`config.mk`:
```
export PLATFORM = sky130hd
export DESIGN_NAME = hdecoder_symbol_packer
export DESIGN_NICKNAME = d
export VERILOG_FILES = /design/src/rtl/hdecoder_pkg.sv /design/src/rtl/hdecoder_word_fifo.sv /design/src/rtl/hdecoder_symbol_packer.sv
export SDC_FILE = /design/constraint.sdc
export NUM_CORES = 1
export LEC_CHECK = 0
export BUFFER_PORTS_ARGS = -buffer_cell sky130_fd_sc_hd__buf_2
export CORE_ASPECT_RATIO = 0.7
export CORE_MARGIN = 2
export CORE_UTILIZATION = 45
export CTS_BUF_LIST = sky130_fd_sc_hd__clkbuf_16
export CTS_CLUSTER_SIZE = 30
export DETAILED_ROUTE_END_ITERATION = 10
export GPL_ROUTABILITY_DRIVEN = 0
export PLACE_DENSITY = 0.62
export SLEW_MARGIN = 5
export SYNTH_ARGS = -nofsm -noshare
export SYNTH_HDL_FRONTEND = slang
export SYNTH_SLANG_ARGS = --single-unit
```
`constraint.sdc`:
```
create_clock -name clk -period 16.55 [get_ports clk]
set_input_delay 0.8275 -clock clk [delete_from_list [all_inputs] [get_ports clk]]
set_output_delay 0.8275 -clock clk [all_outputs]
set_load 0.005 [all_outputs]
```
`src/rtl/hdecoder_pkg.sv`:
```
// Shared types and constants for the Huffman decoder output path.
package hdecoder_pkg;

    localparam int unsigned SYM_W        = 4;
    localparam int unsigned MAX_CODE_LEN = 10;
    localparam int unsigned WORD_W       = 32;

    typedef logic [SYM_W-1:0]  sym_t;
    typedef logic [3:0]        len_t;
    typedef logic [WORD_W-1:0] word_t;

    typedef enum logic {
        ACCUM = 1'b0,
        FLUSH = 1'b1
    } state_t;

endpackage

```
`src/rtl/hdecoder_word_fifo.sv`:
```
// Synchronous FIFO with a registered head: head_data/head_valid are flops
// that always show the oldest stored entry.
module hdecoder_word_fifo #(
    parameter int unsigned WIDTH = 36,
    parameter int unsigned DEPTH = 4
) (
    input  logic             clk,
    input  logic             rst,
    input  logic             push,
    input  logic [WIDTH-1:0] push_data,
    input  logic             pop,
    output logic             full,
    output logic             empty,
    output logic             head_valid,
    output logic [WIDTH-1:0] head_data
);

    localparam int unsigned PTR_W = $clog2(DEPTH);

    logic [WIDTH-1:0] mem_q [DEPTH];
    logic [PTR_W-1:0] wr_ptr_q, wr_ptr_d;
    logic [PTR_W-1:0] rd_ptr_q, rd_ptr_d;
    logic [PTR_W:0]   count_q, count_d;
    logic [WIDTH-1:0] head_q, head_d;
    logic             head_valid_q, head_valid_d;
    logic             push_en, pop_en;

    assign full       = (count_q == (PTR_W+1)'(DEPTH));
    assign empty      = (count_q == '0);
    assign head_valid = head_valid_q;
    assign head_data  = head_q;

    always_comb begin
        pop_en   = pop && !empty;
        push_en  = push && (!full || pop_en);
        wr_ptr_d = wr_ptr_q + PTR_W'(push_en);
        rd_ptr_d = rd_ptr_q + PTR_W'(pop_en);
        count_d  = count_q;
        if (push_en && !pop_en) begin
            count_d = count_q + 1'b1;
        end else if (pop_en && !push_en) begin
            count_d = count_q - 1'b1;
        end
        // Next head may be the word being written this very edge (empty, or one
        // entry left and being popped), so bypass the array in that case.
        head_valid_d = (count_d != '0);
        head_d       = '0;
        if (count_d != '0) begin
            if (push_en && (wr_ptr_q == rd_ptr_d)) begin
                head_d = push_data;
            end else begin
                head_d = mem_q[rd_ptr_d];
            end
        end
    end

    always_ff @(posedge clk) begin
        if (rst) begin
            wr_ptr_q     <= '0;
            rd_ptr_q     <= '0;
            count_q      <= '0;
            head_q       <= '0;
            head_valid_q <= 1'b0;
        end else begin
            wr_ptr_q     <= wr_ptr_d;
            rd_ptr_q     <= rd_ptr_d;
            count_q      <= count_d;
            head_q       <= head_d;
            head_valid_q <= head_valid_d;
        end
    end

    always_ff @(posedge clk) begin
        if (push_en) begin
            mem_q[wr_ptr_q] <= push_data;
        end
    end

endmodule

```
`src/rtl/hdecoder_symbol_packer.sv`:
```
// Packs decoded symbols LSB-first into words, queues them for writeback and
// keeps running symbol/bit totals for stream accounting.
module hdecoder_symbol_packer #(
    parameter int unsigned SYM_W         = 4,
    parameter int unsigned SYMS_PER_WORD = 8,
    parameter int unsigned FIFO_DEPTH    = 4
) (
    input  logic                           clk,
    input  logic                           rst,
    input  logic                           sym_valid,
    input  logic [SYM_W-1:0]               sym_data,
    input  logic [3:0]                     sym_len,
    input  logic                           flush,
    output logic                           sym_ready,
    output logic                           out_valid,
    input  logic                           out_ready,
    output logic [SYM_W*SYMS_PER_WORD-1:0] out_data,
    output logic [3:0]                     out_count,
    output logic                           overflow,
    output logic [15:0]                    sym_total,
    output logic [23:0]                    bit_total
);

    import hdecoder_pkg::*;

    localparam int unsigned WORD_BITS = SYM_W * SYMS_PER_WORD;
    localparam int unsigned CNT_W     = 4;
    localparam int unsigned ENTRY_W   = WORD_BITS + CNT_W;

    state_t               state_q, state_d;
    logic [WORD_BITS-1:0] acc_q, acc_d, acc_after;
    logic [CNT_W-1:0]     acc_cnt_q, acc_cnt_d, cnt_after;
    logic                 overflow_q, overflow_d;
    logic [15:0]          sym_total_q, sym_total_d;
    logic [23:0]          bit_total_q, bit_total_d;

    logic                 fifo_push, fifo_pop, fifo_full, fifo_empty;
    logic [ENTRY_W-1:0]   fifo_push_data, fifo_head;
    logic                 accept;

    hdecoder_word_fifo #(
        .WIDTH (ENTRY_W),
        .DEPTH (FIFO_DEPTH)
    ) u_fifo (
        .clk        (clk),
        .rst        (rst),
        .push       (fifo_push),
        .push_data  (fifo_push_data),
        .pop        (fifo_pop),
        .full       (fifo_full),
        .empty      (fifo_empty),
        .head_valid (out_valid),
        .head_data  (fifo_head)
    );

    assign out_data  = fifo_head[WORD_BITS-1:0];
    assign out_count = fifo_head[ENTRY_W-1:WORD_BITS];
    assign overflow  = overflow_q;
    assign sym_total = sym_total_q;
    assign bit_total = bit_total_q;
    assign fifo_pop  = out_valid && out_ready;

    // Hold off a symbol that would complete a word with no FIFO slot to take it.
    assign sym_ready = (state_q == ACCUM) &&
                       !(fifo_full && (acc_cnt_q == CNT_W'(SYMS_PER_WORD - 1)));
    assign accept    = sym_valid && sym_ready;

    always_comb begin
        acc_after = acc_q;
        if (accept) begin
            acc_after[acc_cnt_q*SYM_W +: SYM_W] = sym_data;
        end
        cnt_after = acc_cnt_q + CNT_W'(accept);

        state_d        = state_q;
        acc_d          = acc_after;
        acc_cnt_d      = cnt_after;
        fifo_push      = 1'b0;
        fifo_push_data = {cnt_after, acc_after};
        overflow_d     = overflow_q || (sym_valid && !sym_ready);
        sym_total_d    = sym_total_q;
        bit_total_d    = bit_total_q;

        if (accept) begin
            sym_total_d = sym_total_q + 16'd1;
            bit_total_d = bit_total_q + 24'(sym_len);
        end

        unique case (state_q)
            ACCUM: begin
                if (cnt_after == CNT_W'(SYMS_PER_WORD)) begin
                    fifo_push = 1'b1;
                    acc_d     = '0;
                    acc_cnt_d = '0;
                end else if (flush && (cnt_after != '0)) begin
                    if (!fifo_full || fifo_pop) begin
                        fifo_push = 1'b1;
                        acc_d     = '0;
                        acc_cnt_d = '0;
                    end else begin
                        state_d = FLUSH;
                    end
                end
            end
            FLUSH: begin
                if (!fifo_full) begin
                    fifo_push = 1'b1;
                    acc_d     = '0;
                    acc_cnt_d = '0;
                    state_d   = ACCUM;
                end
            end
            default: state_d = ACCUM;
        endcase
    end

    always_ff @(posedge clk) begin
        if (rst) begin
            state_q     <= ACCUM;
            acc_q       <= '0;
            acc_cnt_q   <= '0;
            overflow_q  <= 1'b0;
            sym_total_q <= '0;
            bit_total_q <= '0;
        end else begin
            state_q     <= state_d;
            acc_q       <= acc_d;
            acc_cnt_q   <= acc_cnt_d;
            overflow_q  <= overflow_d;
            sym_total_q <= sym_total_d;
            bit_total_q <= bit_total_d;
        end
    end

endmodule

```
==> impl_metrics.tcl, run 1 <==
set metrics [dict create \
    cp_max_fo 38 \
    setup-tns-final_ps 0 \
    fp.coreArea_sq_um 23640 \
    track_usage_pct 18.39 \
    vdd_drop_max_mv 0.07236 \
    wl_per_cell_um 19.61 \
    crit_path_end_kind "register" \
    ys_seq_area_share_pct 62.50 \
    die_w_um 189.4 \
    cp.arrival_ps 5060 \
    grt_overflow_total 0 \
    path_clk_slew_ps 70 \
    cap_violations 0 \
    max_slew.worst_pin.slew_ps 929.0 \
    rsz0062_at_grt "false" \
    vias 6360 \
    cts_made_buffers 26 \
    dpl.hpwl_mm 14.33 \
    fin_area_sq_um 12430 \
    setup_viol 0 \
    status "complete, no violations" \
    final_max_slew_viol_count 0 \
    hold_viol 0 \
    routed_wl_mm 23.37 \
    grt_pass1_wl_mm 36.25 \
    drtAntennaViolNets 0 \
    max-slew-margin-rel_pct 38.07 \
    drive_gt1_share_pct 28.60 \
    max_clock_freq_ghz 0.2134 \
    yosys_most_used_dff "edfxtp_1" \
    regToRegEndpoint "u_fifo.head_data[23]" \
    synth_nets 788 \
    drc 0 \
    post-route-min-period_ps 4685 \
    ys.warnings.count 0 \
    synthTopCellsByArea "edfxtp_1, dfxtp_1, mux4_2, mux2i_1, mux2_2" \
    rows 47 \
    postCtsHoldBufs 0 \
    drtPass1Iterations 4 \
    grt_max_degree 54 \
    avgSynthCellArea_sq_um 14.30 \
    synth_edf_count 144 \
    ys_types 51 \
    r2r-start "acc_cnt_q[0]" \
    worstSetupPathType "register to register" \
    dieArea_sq_um 25340 \
    startpoint_type "register" \
    holdPathEnd "overflow" \
    ios 92 \
    clkLatencyLatePin_ps 530 \
    post-route-period-util_pct 28.31 \
    cts_setup_buffers 0 \
    crit_required_ps 16920 \
    ys_ff_latch 266 \
    yosys.area.top_type "edfxtp_1" \
    tritoncts "done" \
    die_h_um 133.8 \
    async_flop_share_pct 0 \
    worst-r2r-cell-count 13 \
    ctsResizeCount 0 \
    start_util_pct 45.80 \
    htree_num_levels 1 \
    total_leakage_power_nw 4.616 \
    reg2reg_slack_ps 11860 \
    numPortBuffers 91 \
    netlist_area_sq_um 10830 \
    power.density_nw_per_um2 145.5 \
    cts-root-buf "clkbuf_16" \
    cts.sinks 266 \
    antenna_found_initial 0 \
    hold_depth 2 \
    min_from "overflow" \
    via_per_inst 5.336 \
    dpl_cell_area_sq_um 11610 \
    hold_path_class "register to register" \
    grt_pass1_vias 6442 \
    cts.path.max_buffers 3 \
    finalNetCount 885 \
    diodes 0 \
    syn_to_final_growth_pct 14.82 \
    synthCells 757 \
    first_iter_violations 462 \
    synth_top_cell_area_share_pct 39.94 \
    fin_worst_skew_ps 12.94 \
]
## layout make-up
cell class / instances / area [sq um]
clock buffer: 27 / 675.6
clock inverter: 21 / 148.9
fill: 2010 / 11210
inverter: 17 / 63.81
multi-input combinational: 439 / 3825
sequential: 266 / 6766
tap: 318 / 397.9
timing repair buffer: 104 / 553.0
## through the flow
step	utilization [%]	power (mW)	hold WS, ps	cells	setup slack [ps]
finish	52.58	1.809	494.1	1192	11860
global route	52.58	1.889	528.7	1192	11600
CTS	52.58	1.830	499.9	1192	11910
detailed placement	49.10	1.257	487.5	1144	11960
global placement	49.10	1.243	468.8	1144	12200
floorplan	-	1.145	460.4	757	10910
## cell usage in the layout (no fill, tap or decap), types with 3 or more instances in the layout
| cell | count |
|---|---|
| edfxtp_1 | 144 |
| dfxtp_1 | 122 |
| buf_2 | 91 |
| nor2_1 | 49 |
| nor2b_1 | 45 |
| mux2i_1 | 38 |
| mux4_2 | 36 |
| mux2_2 | 34 |
| a21oi_2 | 29 |
| clkbuf_16 | 27 |
| nand2_1 | 26 |
| xnor2_1 | 25 |
| inv_1 | 20 |
| a21oi_1 | 19 |
| ha_1 | 16 |
| and2_1 | 14 |
| nor3_1 | 13 |
| xor2_1 | 13 |
| buf_4 | 13 |
| nand3_1 | 9 |
| and3_1 | 9 |
| nand4_1 | 8 |
| clkinv_1 | 7 |
| o21ai_0 | 6 |
| and4_1 | 5 |
| clkinv_2 | 5 |
| nor3b_1 | 4 |
| nor4_1 | 4 |
| nand2b_1 | 3 |
| o2111ai_1 | 3 |
| or3_1 | 3 |
| clkinvlp_4 | 3 |
## kinds of logic (layout without fill, tap and decap cells)
kind of cell | Yosys count | after routing | share of synthesized area (%)
and+or+nand+nor | 200 | 200 | 9.846
buffers and inverters | 52 | 169 | 2.612
muxes | 109 | 109 | 14.63
DFF | 266 | 266 | 62.50
AOI/OAI and AO/OA | 72 | 72 | 4.854
xor gates and xnor gates | 40 | 40 | 3.409
adders and majority gates | 18 | 18 | 2.150
## flip-flops by register name, summed over array words and instances, names as in the netlist, 3 cells and up
signal,flops
u_fifo.mem_q,144
bit_total,24
sym_total,16
u_fifo.head_data,36
acc_cnt_q,4
acc_q,32
u_fifo.count_q,3
## power by group
group | switching (mW) | internal [mW] | total, mW
combinational | 0.233 | 0.182 | 0.415
clock | 0.246 | 0.326 | 0.571
sequential | 0.0327 | 0.790 | 0.823
total | 0.511 | 1.30 | 1.81
## critical path, stage by stage, from the launching register on
cell and delay (ps):
dfxtp_1 600, ha_1 280, nand4_1 160, o211ai_1 200, buf_4 240, inv_2 120
ha_1 220, ha_1 400, or4_4 570, o211a_1 340, a22oi_1 370, mux2i_4 280
buf_4 580, a21oi_1 140
## metal layers
metal	track usage, %	share of wire [%]	vias up
met4	4.780	2.0	0
met3	2.904	4.1	41
met1	26.46	47	3191
met5	0	0	-
met2	29.39	47	158
li1	-	-	2970
## synth_stat cells (2+ instances only)
library cell / n
a211oi_1: 2
ha_1: 17
a21oi_1: 19
mux2_2: 34
buf_1: 2
nor3_1: 13
clkbuf_1: 18
and3_1: 10
mux2i_1: 39
xor2_1: 14
buf_4: 2
buf_12: 3
nor3b_1: 5
mux4_2: 36
dfxtp_1: 122
o21ai_0: 6
o2111ai_1: 3
and2_1: 14
buf_2: 7
nand4_1: 8
nand3_1: 9
xnor2_1: 25
nor4_1: 4
o211ai_1: 2
nand2b_1: 3
a21oi_2: 29
buf_6: 3
nand2_1: 26
nor2b_1: 45
nor2_1: 50
and4_1: 5
nor4b_1: 2
or3_1: 3
inv_1: 16
edfxtp_1: 144
a21o_1: 2
## worst max path at each step
stage | start | endpoint | slack, ps | cells after the start
final | acc_cnt_q[0] | u_fifo.head_data[23] | 11860 | 13
after global routing | acc_cnt_q[0] | u_fifo.head_data[23] | 11600 | 13
after CTS | acc_cnt_q[0] | u_fifo.head_data[23] | 11910 | 13
after detailed placement | acc_cnt_q[0] | u_fifo.head_data[23] | 11960 | 13
after global placement | acc_cnt_q[0] | u_fifo.head_data[19] | 12200 | 13
after floorplan | u_fifo.count_q[0] | u_fifo.mem_q[0][0] | 10910 | 12
Note: power is estimated with default switching activity, not from simulation.
==> inputs of run 2 (changes only) <==
--- a/config.mk
+++ b/config.mk
@@ -13,7 +13,7 @@
 export CTS_CLUSTER_SIZE = 30
 export DETAILED_ROUTE_END_ITERATION = 10
 export GPL_ROUTABILITY_DRIVEN = 0
-export PLACE_DENSITY = 0.62
+export PLACE_DENSITY = 0.64
 export SLEW_MARGIN = 5
 export SYNTH_ARGS = -nofsm -noshare
 export SYNTH_HDL_FRONTEND = slang
==> constraint.sdc (replaced) <==
create_clock -name clk -period 4.1 [get_ports clk]
set_input_delay 0.205 -clock clk [delete_from_list [all_inputs] [get_ports clk]]
set_output_delay 0.205 -clock clk [all_outputs]
set_load 0.005 [all_outputs]
==> run 2 against run 1 <==
Net effect: largest power group unchanged; utilization rose by 0.64 points; global-route usage down 0.97 points; register-to-register slack got worse by 12000 ps; power rose to 4.1 times the previous value; cell count grew 0.59%; clock power increased to 4.0 times the previous value; count of clock-buffer cells in the layout rose by 1; die area unchanged; combinational power grew to 4.3 times the previous value; wire length fell by 4.6%; sequential power rose to 4.0 times the previous value; highest routed layer unchanged.
==> impl_metrics.tcl, run 2 (synthesized netlist as in run 1, its figures left out) <==
set metrics [dict create \
    status "complete, no violations" \
    syn_to_final_growth_pct 16.21 \
    largest_register_ffs 144 \
    grt_overflow_total 0 \
    grt_pass1_vias 6189 \
    setup_viol 0 \
    cp_max_fo 37 \
    hold_depth 4 \
    rows 47 \
    setup-tns-final_ps 0 \
    top_layer "met4" \
    power_mw 7.350 \
    max_clock_freq_ghz 0.2546 \
    routed-wl-met3_mm 1.067 \
    tritoncts "done" \
    diodes 0 \
    wl_per_cell_um 18.59 \
    drive_gt1_share_pct 28.94 \
    max_slew.worst_pin.slew_ps 996.4 \
    cp.arrival_ps 4370 \
    rsz0062_at_grt "true" \
    numPortBuffers 91 \
    die_w_um 189.4 \
    power.density_nw_per_um2 584.2 \
    crit_path_end_kind "register" \
    vdd_drop_max_mv 0.3255 \
    grt_max_degree 54 \
    startpoint_type "register" \
    dieArea_sq_um 25340 \
    finalWorstSetupSlack_ps 172.3 \
    vias 6289 \
    cts-root-buf "clkbuf_16" \
    drc 0 \
    ios 92 \
    final_common_cell "edfxtp_1" \
    post-route-min-period_ps 3928 \
    final_max_slew_viol_count 0 \
    die_h_um 133.8 \
    hold_path_class "input pin to register" \
    post-route-period-util_pct 95.80 \
    max-slew-margin-rel_pct 33.57 \
    crit_required_ps 4540 \
    clkLatencyLatePin_ps 520 \
    grt_pass1_wl_mm 34.82 \
    cap_violations 0 \
    cts.sinks 266 \
    drt-met1-wl_mm 11.16 \
    cts_made_buffers 26 \
    hold_viol 0 \
    htree_num_levels 1 \
    path_clk_slew_ps 60 \
    start_util_pct 45.80 \
    antenna_found_initial 0 \
    fp.coreArea_sq_um 23640 \
    first_iter_violations 562 \
    worst-r2r-cell-count 13 \
    worstSetupPathType "register to register" \
    largest-register "u_fifo.mem_q" \
    drtPass1Iterations 4 \
    via_per_inst 5.245 \
    layout_common_cells "edfxtp_1, dfxtp_1, buf_2" \
    cts.path.max_buffers 3 \
    place_ws_ps 148.2 \
    wl_met2_mm 9.725 \
    fin_worst_skew_ps 10.59 \
    track_usage_pct 17.43 \
    finalNetCount 892 \
    dpl.hpwl_mm 13.91 \
    total_leakage_power_nw 4.701 \
    drtAntennaViolNets 0 \
    routed_wl_mm 22.29 \
]
[run 2: cell count changes in the layout (fill, tap and decap cells not counted), sizes merged]
cell / change
inv: +9
clkinv: -8
buf: +4
clkbuf: +2
dlygate4sd3: +2
bufinv: -1
clkinvlp: -1
[run 2: what timing repair did]
item / in CTS / in global routing
hold buffers: 2 / 0
endpoints found under the setup margin: 0 / 110
resized for setup: 0 / 3
setup buffers: 0 / 0
hold endpoints to repair: 2 / 0
[run 2: metal layers]
layer	vias to the layer above	GRT usage, %
met2	128	26.25
met5	-	0
met1	3141	26.64
li1	2995	-
met4	0	3.488
met3	25	3.087
[run 2: per-stage QoR]
step / util [%] / cells / hold slack, ps / instance area, sq um
3_3_place_gp: 49.52 / 1148 / 449.5 / 11710
4_1_cts: 53.07 / 1198 / 52.14 / 12550
5_1_grt: 53.22 / 1199 / 69.43 / 12580
2_1_floorplan: - / 757 / 344.5 / 10840
3_5_place_dp: 49.52 / 1148 / 460.3 / 11710
6_report: 53.22 / 1199 / 70.64 / 12580
[run 2: cell type report]
class                      instances  area, sq um
clock buffer                      28        700.7
fill                            2023        11060
timing repair buffer             111        690.7
clock inverter                    20        117.6
sequential                       266         6766
multi-input combinational        439         3845
inverter                          17        63.81
tap                              318        397.9
[run 2: where the power goes]
| part | switching [mW] | internal, mW | total, mW |
|---|---|---|---|
| clock | 0.977 | 1.29 | 2.27 |
| combinational | 0.957 | 0.817 | 1.77 |
| sequential | 0.124 | 3.19 | 3.31 |
| total | 2.06 | 5.29 | 7.35 |
[run 2: path summary, 6_finish.rpt]
path                startpoint  slack, ps                   end
max          u_fifo.count_q[0]        170  u_fifo.head_data[19]
min                 sym_len[0]         70          bit_total[0]
max reg2reg  u_fifo.count_q[0]        170  u_fifo.head_data[19]
min reg2reg           overflow        470              overflow
[run 2: worst max-delay path, cell delays in order, from the launching register on]
cell,delay [ps]
dfxtp_1,320
inv_1,150
ha_1,270
nand4_1,170
o211ai_1,290
inv_2,60
ha_1,200
ha_1,420
or4_4,570
o211a_1,350
a221o_1,370
a31o_2,240
buf_12,190
a21oi_1,190
